## src/rtl/look_ahead_borrow_pkg.sv

```systemverilog
// Shared constants and helpers for the pipelined look-ahead borrow subtractor.
// The stage payload and result structs are declared inside the top module,
// because their field widths follow the WIDTH/SPLIT parameters of each instance.
package look_ahead_borrow_pkg;

  // Width of one look-ahead borrow group.
  localparam int GROUP_WIDTH = 4;

  // Borrow out of a group from its generate/propagate and the borrow into it.
  function automatic logic next_borrow(input logic g, input logic p, input logic b_in);
    return g | (p & b_in);
  endfunction

endpackage : look_ahead_borrow_pkg

```

## src/rtl/look_ahead_borrow_block_4_bit.sv

```systemverilog
// Combinational 4-bit subtract slice: diff = a - b - borrow_i.
// A bit generates a borrow when a=0,b=1 and passes an incoming borrow when
// a==b. Every internal borrow is expanded directly from the slice inputs, so
// no borrow ripples through the slice.
module look_ahead_borrow_block_4_bit
  import look_ahead_borrow_pkg::*;
(
  input  logic [GROUP_WIDTH-1:0] a_i,
  input  logic [GROUP_WIDTH-1:0] b_i,
  input  logic                   borrow_i,
  output logic [GROUP_WIDTH-1:0] diff_o,
  output logic                   borrow_o,
  output logic                   group_g_o,
  output logic                   group_p_o
);

  logic [GROUP_WIDTH-1:0] g;
  logic [GROUP_WIDTH-1:0] p;
  logic [GROUP_WIDTH-1:0] bw;

  // Bit generate/propagate, expanded borrow terms, group terms and difference.
  always_comb begin
    g = ~a_i & b_i;
    p = ~(a_i ^ b_i);

    bw[0] = borrow_i;
    bw[1] = g[0] | (p[0] & borrow_i);
    bw[2] = g[1] | (p[1] & g[0]) | (p[1] & p[0] & borrow_i);
    bw[3] = g[2] | (p[2] & g[1]) | (p[2] & p[1] & g[0]) | (p[2] & p[1] & p[0] & borrow_i);

    group_g_o = g[3] | (p[3] & g[2]) | (p[3] & p[2] & g[1]) | (p[3] & p[2] & p[1] & g[0]);
    group_p_o = &p;
    borrow_o  = group_g_o | (group_p_o & borrow_i);

    diff_o = a_i ^ b_i ^ bw;
  end

endmodule : look_ahead_borrow_block_4_bit

```

## src/rtl/look_ahead_borrow_subtractor_pipelined.sv

```systemverilog
// Two-stage pipelined subtractor: Diff = A - B - Borrow_In (mod 2^WIDTH).
// Stage 1 resolves the low SPLIT bits and the borrow into bit SPLIT.
// Stage 2 resolves the upper bits and the flags.
// The stages use valid/ready handshakes. In_Ready is combinational from
// Out_Ready, so there is no skid buffer, and at most two beats are in flight.
module look_ahead_borrow_subtractor_pipelined
  import look_ahead_borrow_pkg::*;
#(
  parameter int WIDTH = 16,
  parameter int SPLIT = 8
) (
  input  logic             Clock,
  input  logic             Reset,
  input  logic [WIDTH-1:0] Data_A_In,
  input  logic [WIDTH-1:0] Data_B_In,
  input  logic             Borrow_In,
  input  logic             In_Valid,
  output logic             In_Ready,
  output logic [WIDTH-1:0] Diff_Out,
  output logic             Borrow_Out,
  output logic             Overflow_Out,
  output logic             Zero_Out,
  output logic             Out_Valid,
  input  logic             Out_Ready
);

  localparam int HI_W      = WIDTH - SPLIT;
  localparam int LO_GROUPS = SPLIT / GROUP_WIDTH;
  localparam int HI_GROUPS = HI_W / GROUP_WIDTH;

  if ((WIDTH % GROUP_WIDTH) != 0 || (SPLIT % GROUP_WIDTH) != 0 || SPLIT <= 0 || SPLIT >= WIDTH)
  begin : g_bad_params
    $error("look_ahead_borrow_subtractor_pipelined: WIDTH and SPLIT must be multiples of 4 with 0 < SPLIT < WIDTH");
  end

  typedef struct packed {
    logic [SPLIT-1:0] lo_diff;
    logic             mid_borrow;
    logic [HI_W-1:0]  a_hi;
    logic [HI_W-1:0]  b_hi;
    logic             a_msb;
    logic             b_msb;
  } stage1_payload_t;

  typedef struct packed {
    logic [WIDTH-1:0] diff;
    logic             borrow;
    logic             overflow;
    logic             zero;
  } result_t;

  stage1_payload_t s1_d, s1_q;
  result_t         res_d, res_q;
  logic            s1_valid_q, s2_valid_q;
  logic            s1_advance, s2_advance;

  // Stage 1 look-ahead slices over the low SPLIT bits.
  logic [LO_GROUPS:0]   lo_borrow;
  logic [LO_GROUPS-1:0] lo_g, lo_p, lo_bout;
  logic [SPLIT-1:0]     lo_diff;

  assign lo_borrow[0] = Borrow_In;

  for (genvar k = 0; k < LO_GROUPS; k++) begin : g_lo
    look_ahead_borrow_block_4_bit u_blk (
      .a_i      (Data_A_In[k*GROUP_WIDTH +: GROUP_WIDTH]),
      .b_i      (Data_B_In[k*GROUP_WIDTH +: GROUP_WIDTH]),
      .borrow_i (lo_borrow[k]),
      .diff_o   (lo_diff[k*GROUP_WIDTH +: GROUP_WIDTH]),
      .borrow_o (lo_bout[k]),
      .group_g_o(lo_g[k]),
      .group_p_o(lo_p[k])
    );
    assign lo_borrow[k+1] = next_borrow(lo_g[k], lo_p[k], lo_borrow[k]);
  end

  // Stage 2 look-ahead slices over the upper bits, fed by the registered mid borrow.
  logic [HI_GROUPS:0]   hi_borrow;
  logic [HI_GROUPS-1:0] hi_g, hi_p, hi_bout;
  logic [HI_W-1:0]      hi_diff;

  assign hi_borrow[0] = s1_q.mid_borrow;

  for (genvar k = 0; k < HI_GROUPS; k++) begin : g_hi
    look_ahead_borrow_block_4_bit u_blk (
      .a_i      (s1_q.a_hi[k*GROUP_WIDTH +: GROUP_WIDTH]),
      .b_i      (s1_q.b_hi[k*GROUP_WIDTH +: GROUP_WIDTH]),
      .borrow_i (hi_borrow[k]),
      .diff_o   (hi_diff[k*GROUP_WIDTH +: GROUP_WIDTH]),
      .borrow_o (hi_bout[k]),
      .group_g_o(hi_g[k]),
      .group_p_o(hi_p[k])
    );
    assign hi_borrow[k+1] = next_borrow(hi_g[k], hi_p[k], hi_borrow[k]);
  end

  // The group-to-group chain above already produces each slice's ripple
  // borrow-out, so those outputs are collected here only to keep them visible.
  logic unused_group_borrows;
  assign unused_group_borrows = ^{lo_bout, hi_bout};

  // Handshake: a stage may take new data when it is empty or being drained.
  assign s2_advance = !s2_valid_q || Out_Ready;
  assign s1_advance = !s1_valid_q || s2_advance;
  assign In_Ready   = s1_advance;

  // Assemble the stage 1 payload from the incoming operands.
  always_comb begin
    s1_d            = '0;
    s1_d.lo_diff    = lo_diff;
    s1_d.mid_borrow = lo_borrow[LO_GROUPS];
    s1_d.a_hi       = Data_A_In[WIDTH-1:SPLIT];
    s1_d.b_hi       = Data_B_In[WIDTH-1:SPLIT];
    s1_d.a_msb      = Data_A_In[WIDTH-1];
    s1_d.b_msb      = Data_B_In[WIDTH-1];
  end

  // Form the final difference and its flags from the stage 1 payload.
  always_comb begin
    res_d          = '0;
    res_d.diff     = {hi_diff, s1_q.lo_diff};
    res_d.borrow   = hi_borrow[HI_GROUPS];
    res_d.overflow = (s1_q.a_msb != s1_q.b_msb) && (res_d.diff[WIDTH-1] != s1_q.a_msb);
    res_d.zero     = (res_d.diff == '0);
  end

  // Stage 1 register: capture a beat on input transfer.
  // NOTE: state registers use non-blocking assignments. Every register then
  // samples its pre-edge value, and the two stages shift in lockstep.
  always_ff @(posedge Clock or posedge Reset) begin
    if (Reset) begin
      s1_valid_q <= 1'b0;
      s1_q       <= '0;
    end else if (s1_advance) begin
      s1_valid_q <= In_Valid;
      if (In_Valid) s1_q <= s1_d;
    end
  end

  // Stage 2 register: load the result when stage 1 holds a beat and the output can move.
  // The result is held while Out_Valid=1 and Out_Ready=0, so the outputs stay stable.
  always_ff @(posedge Clock or posedge Reset) begin
    if (Reset) begin
      s2_valid_q <= 1'b0;
      res_q      <= '0;
    end else if (s2_advance) begin
      s2_valid_q <= s1_valid_q;
      if (s1_valid_q) res_q <= res_d;
    end
  end

  assign Diff_Out     = res_q.diff;
  assign Borrow_Out   = res_q.borrow;
  assign Overflow_Out = res_q.overflow;
  assign Zero_Out     = res_q.zero;
  assign Out_Valid    = s2_valid_q;

endmodule : look_ahead_borrow_subtractor_pipelined

```

## config.mk

```make
export PLATFORM = sky130hd
export DESIGN_NAME = look_ahead_borrow_subtractor_pipelined
export DESIGN_NICKNAME = d
export VERILOG_FILES = /design/src/rtl/look_ahead_borrow_pkg.sv /design/src/rtl/look_ahead_borrow_block_4_bit.sv /design/src/rtl/look_ahead_borrow_subtractor_pipelined.sv
export SDC_FILE = /design/constraint.sdc
export NUM_CORES = 1
export LEC_CHECK = 0
export CORE_ASPECT_RATIO = 0.8
export CORE_MARGIN = 1
export CORE_UTILIZATION = 49
export CTS_CLUSTER_DIAMETER = 150
export CTS_CLUSTER_SIZE = 30
export DETAILED_ROUTE_END_ITERATION = 6
export PLACE_DENSITY_LB_ADDON = 0.1
export SLEW_MARGIN = 30
export SYNTH_ARGS = -nofsm -noshare
export SYNTH_HDL_FRONTEND = slang
export SYNTH_SLANG_ARGS = --single-unit
```

## constraint.sdc

```tcl
create_clock -name Clock -period 2.8 [get_ports Clock]
set_input_delay 0.56 -clock Clock [delete_from_list [all_inputs] [get_ports Clock]]
set_output_delay 0.56 -clock Clock [all_outputs]
set_load 0.05 [all_outputs]
```

==> metrics.md <==
| Metric | Value |
|---|---|
| DR WL met2 | `1.73 mm` |
| Placed Instances | `330` |
| Layout area overhead | `31.5%` |
| Max VDD drop | `0.599 mV` |
| Clk sinks | `46` |
| Synth Cell Area | `2410 sq um` |
| Crit path launch | `s1_q[2]$_DFFE_PP0P_` |
| Critical Path End Type | `flip-flop` |
| Filler Cell Count | `360` |
| PwrDens | `786 nW/um^2` |
| HP Class | `reg2reg` |
| Endpoints failing hold | `0` |
| Unrepaired setup endpoints after global routing | `false` |
| Total CTS buffers | `5` |
| Fin crit period | `2.65 ns` |
| Post-route insts no fill | `337` |
| CP cell instances | `ha_1 > a211oi_2 > o21ai_1 > a21o_1 > fa_1 > nand3b_1 > nor4_2 > nand3_1 > o21ai_0` |
| Detailed-route DRC error count | `0` |
| Seq/Total Area, Yosys | `47.7%` |
| Row cnt | `22` |
| Flop2flop setup slack | `0.15 ns` |
| Post-Route M1 WL | `2.21 mm` |
| Final ANT Viol Nets | `0` |
| NumNets Final | `334` |
| Slowest cell on crit path | `fa_1` |
| CTS Root Cell | `clkbuf_8` |
| Reg2reg start | `s1_q[2]$_DFFE_PP0P_` |
| Hold Buf Count CTS | `0` |
| Leakage | `1.41 nW` |
| Core footprint | `4650 sq um` |
| Via count | `1658` |
| DPL Wire Length | `3.33 mm` |
| Top Ports | `58` |
| Crit Path Category | `reg2reg` |
| Rel. slew slack | `62.6%` |
| CP peak stage delay | `0.58 ns` |
| GRT Util Overall | `18.6%` |
| Highest metal used | `met4` |
| Synth area leader | `dfrtp_1` |
| Grt total ovfl | `0` |
| Slew Viols, Final | `0` |
| Cells after Synth | `211` |
| Worst reg2reg path depth | `9` |
| Share of cells above drive strength 1 | `17.3%` |
| CP arrival | `2.86 ns` |
| Via density per instance | `4.92` |
| Vias in the first global route | `1644` |
| Setup bufs post-CTS | `0` |
| Synth area leaders | `dfrtp_1, mux2_2, ha_1` |
| Worst endpoint required time | `3.01 ns` |
| Initial antenna violation count | `0` |
| Routability cong. | `0.780` |
| Final Skew | `0.00977 ns` |
| Top cell type's share of synthesized area | `47.7%` |
| Mapped Nets | `268` |
| CTS tree | `done` |
| Clk_lat worst skew | `0.29 ns` |
| Commonest non-fill, non-tap cell in the layout | `clkdlybuf4s50_1` |
| Routed WL | `4.13 mm` |
| Total number of yosys warnings | `0` |
| Avg WL per Cell | `12.3 um` |
| Yosys cell types | `29` |
| First-pass DRT Iterations | `4` |
| Met3 routed WL | `169 um` |
| Status | `finished clean` |
| Clock transition at the registers of the reported paths | `0.08 ns` |
| Die span in x | `80.5 um` |
| Clock buffer depth | `2` |
| First-pass GRT wire length | `7.44 mm` |
| Hold depth | `2` |
| Worst Hold Path EP | `Diff_Out[15]$_DFFE_PP0P_` |
| Startpoint Class | `flip-flop` |
| Diode count | `0` |
| Worst-path fanout max | `3` |
| Least-Margin Pin Slew | `0.561 ns` |
| H-tree Lvls | `2` |
| Final setup vio count | `0` |
| Commonest cells after routing, fill and taps aside | `clkdlybuf4s50_1, dfrtp_1, mux2_2, inv_1` |
| Pin count of the biggest net entering global routing | `47` |
| IO Port Bufs | `57` |
| DIE HEIGHT | `64.8 um` |
| Die area | `5210 sq um` |
| Setup TNS | `0 ns` |
| Mean cell area of the mapped netlist | `11.4 sq um` |
| FF+latch count, synth | `46` |
| Initial Util | `51.9%` |
| Hold path start | `Diff_Out[15]$_DFFE_PP0P_` |
| R2r endpoint | `Zero_Out$_DFFE_PP0P_` |
| Max Cap Violations | `0` |
| 1st-iter DRT viols | `94` |
| Fmax | `0.377 GHz` |
| Final period utilization | `94.8%` |
## layer usage
layer  vias up  GRT usage, %
met5         -             0
met4         0          4.02
met3         2          3.80
met2        39          27.8
met1       764          28.0
li1        853             -
## registers in the layout, summed over array words and instances, names as in the netlist
name,cells
Diff_Out,16
Zero_Out,1
Overflow_Out,1
Out_Valid,1
s1_q,16
s1_valid_q,1
hi_borrow,1
Borrow_Out,1
res_d,8
## worst max-delay path by stage
stage,slack (ns),cells after the start,endpoint
after CTS,0.09,9,Zero_Out$_DFFE_PP0P_
final,0.15,9,Zero_Out$_DFFE_PP0P_
after global routing,0.03,10,Zero_Out$_DFFE_PP0P_
after global placement,0.06,10,res_d[8]$_DFFE_PP0P_
after detailed placement,-0.003,10,res_d[8]$_DFFE_PP0P_
after floorplan,0.30,9,Zero_Out$_DFFE_PP0P_
## cells by family after synthesis
group | after synthesis | synth area share, %
DFF | 46 | 47.7
muxes | 28 | 13.0
AOI/OAI and AO/OA | 38 | 11.1
xor gates and xnor gates | 13 | 4.72
buffers and inverters | 26 | 4.20
adders and majority gates | 20 | 11.6
and+or+nand+nor | 40 | 7.67
## critical path, delay by kind of cell (launching register included)
kind | cells | cell delay, ns
AND/OR/NAND/NOR | 3 | 0.47
AO/OA/AOI/OAI | 4 | 0.78
adder cells (fa/ha/maj) | 2 | 0.90
flip-flops | 1 | 0.42
## metrics by stage
step / utilization, % / total power [mW] / hold WS, ns / cell area [sq um] / worst slack, ns
final: 68.2 / 2.49 / 0.486 / 3170 / 0.145
after CTS: 68.1 / 2.52 / 0.490 / 3170 / 0.0902
after floorplan: - / 1.74 / 0.459 / 2410 / 0.297
after global placement: 66.4 / 2.12 / 0.465 / 3090 / 0.0588
after global routing: 68.2 / 2.65 / 0.505 / 3170 / 0.0259
after detailed placement: 66.4 / 2.14 / 0.471 / 3090 / -0.00339
## cell type report
| cell class | count | area (sq um) | area share (%) |
|---|---|---|---|
| clock buffers | 6 | 72.6 | 2.29 |
| clock inverters | 1 | 7.51 | 0.237 |
| inverters | 21 | 78.8 | 2.48 |
| multi-input cells | 139 | 1170 | 36.8 |
| flip-flops and latches | 46 | 1150 | 36.3 |
| well taps | 60 | 75.1 | 2.37 |
| repair buffers | 64 | 621 | 19.6 |
## Yosys cell counts
| cell | n |
|---|---|
| a2111oi_2 | 2 |
| o21ai_0 | 21 |
| a31oi_4 | 1 |
| inv_1 | 21 |
| a21o_1 | 2 |
| a211oi_1 | 3 |
| nor2_1 | 7 |
| dfrtp_1 | 46 |
| nor3_1 | 1 |
| mux2i_1 | 2 |
| nand2b_1 | 4 |
| o21ai_1 | 2 |
| mux2_2 | 26 |
| o31ai_2 | 1 |
| nand3_1 | 4 |
| xnor2_1 | 6 |
| xor2_1 | 7 |
| or4b_1 | 1 |
| clkbuf_1 | 2 |
| nor4_1 | 2 |
| nand3b_1 | 2 |
| buf_2 | 3 |
| o211ai_2 | 1 |
| ha_1 | 16 |
| a21oi_1 | 3 |
| nand2_1 | 19 |
| fa_1 | 4 |
| a31oi_2 | 1 |
| a211oi_2 | 1 |
## where the power goes
group          internal (mW)  switching [mW]
Clock                  0.171           0.205
Combinational          0.474           0.705
Sequential             0.834           0.105
Total                   1.48            1.02
## timing repair
item	in CTS	in global routing
endpoints found under the setup margin	0	1
endpoints found under the hold margin	0	0
gates resized for setup	0	3
Note: power is estimated with default switching activity, not from simulation.
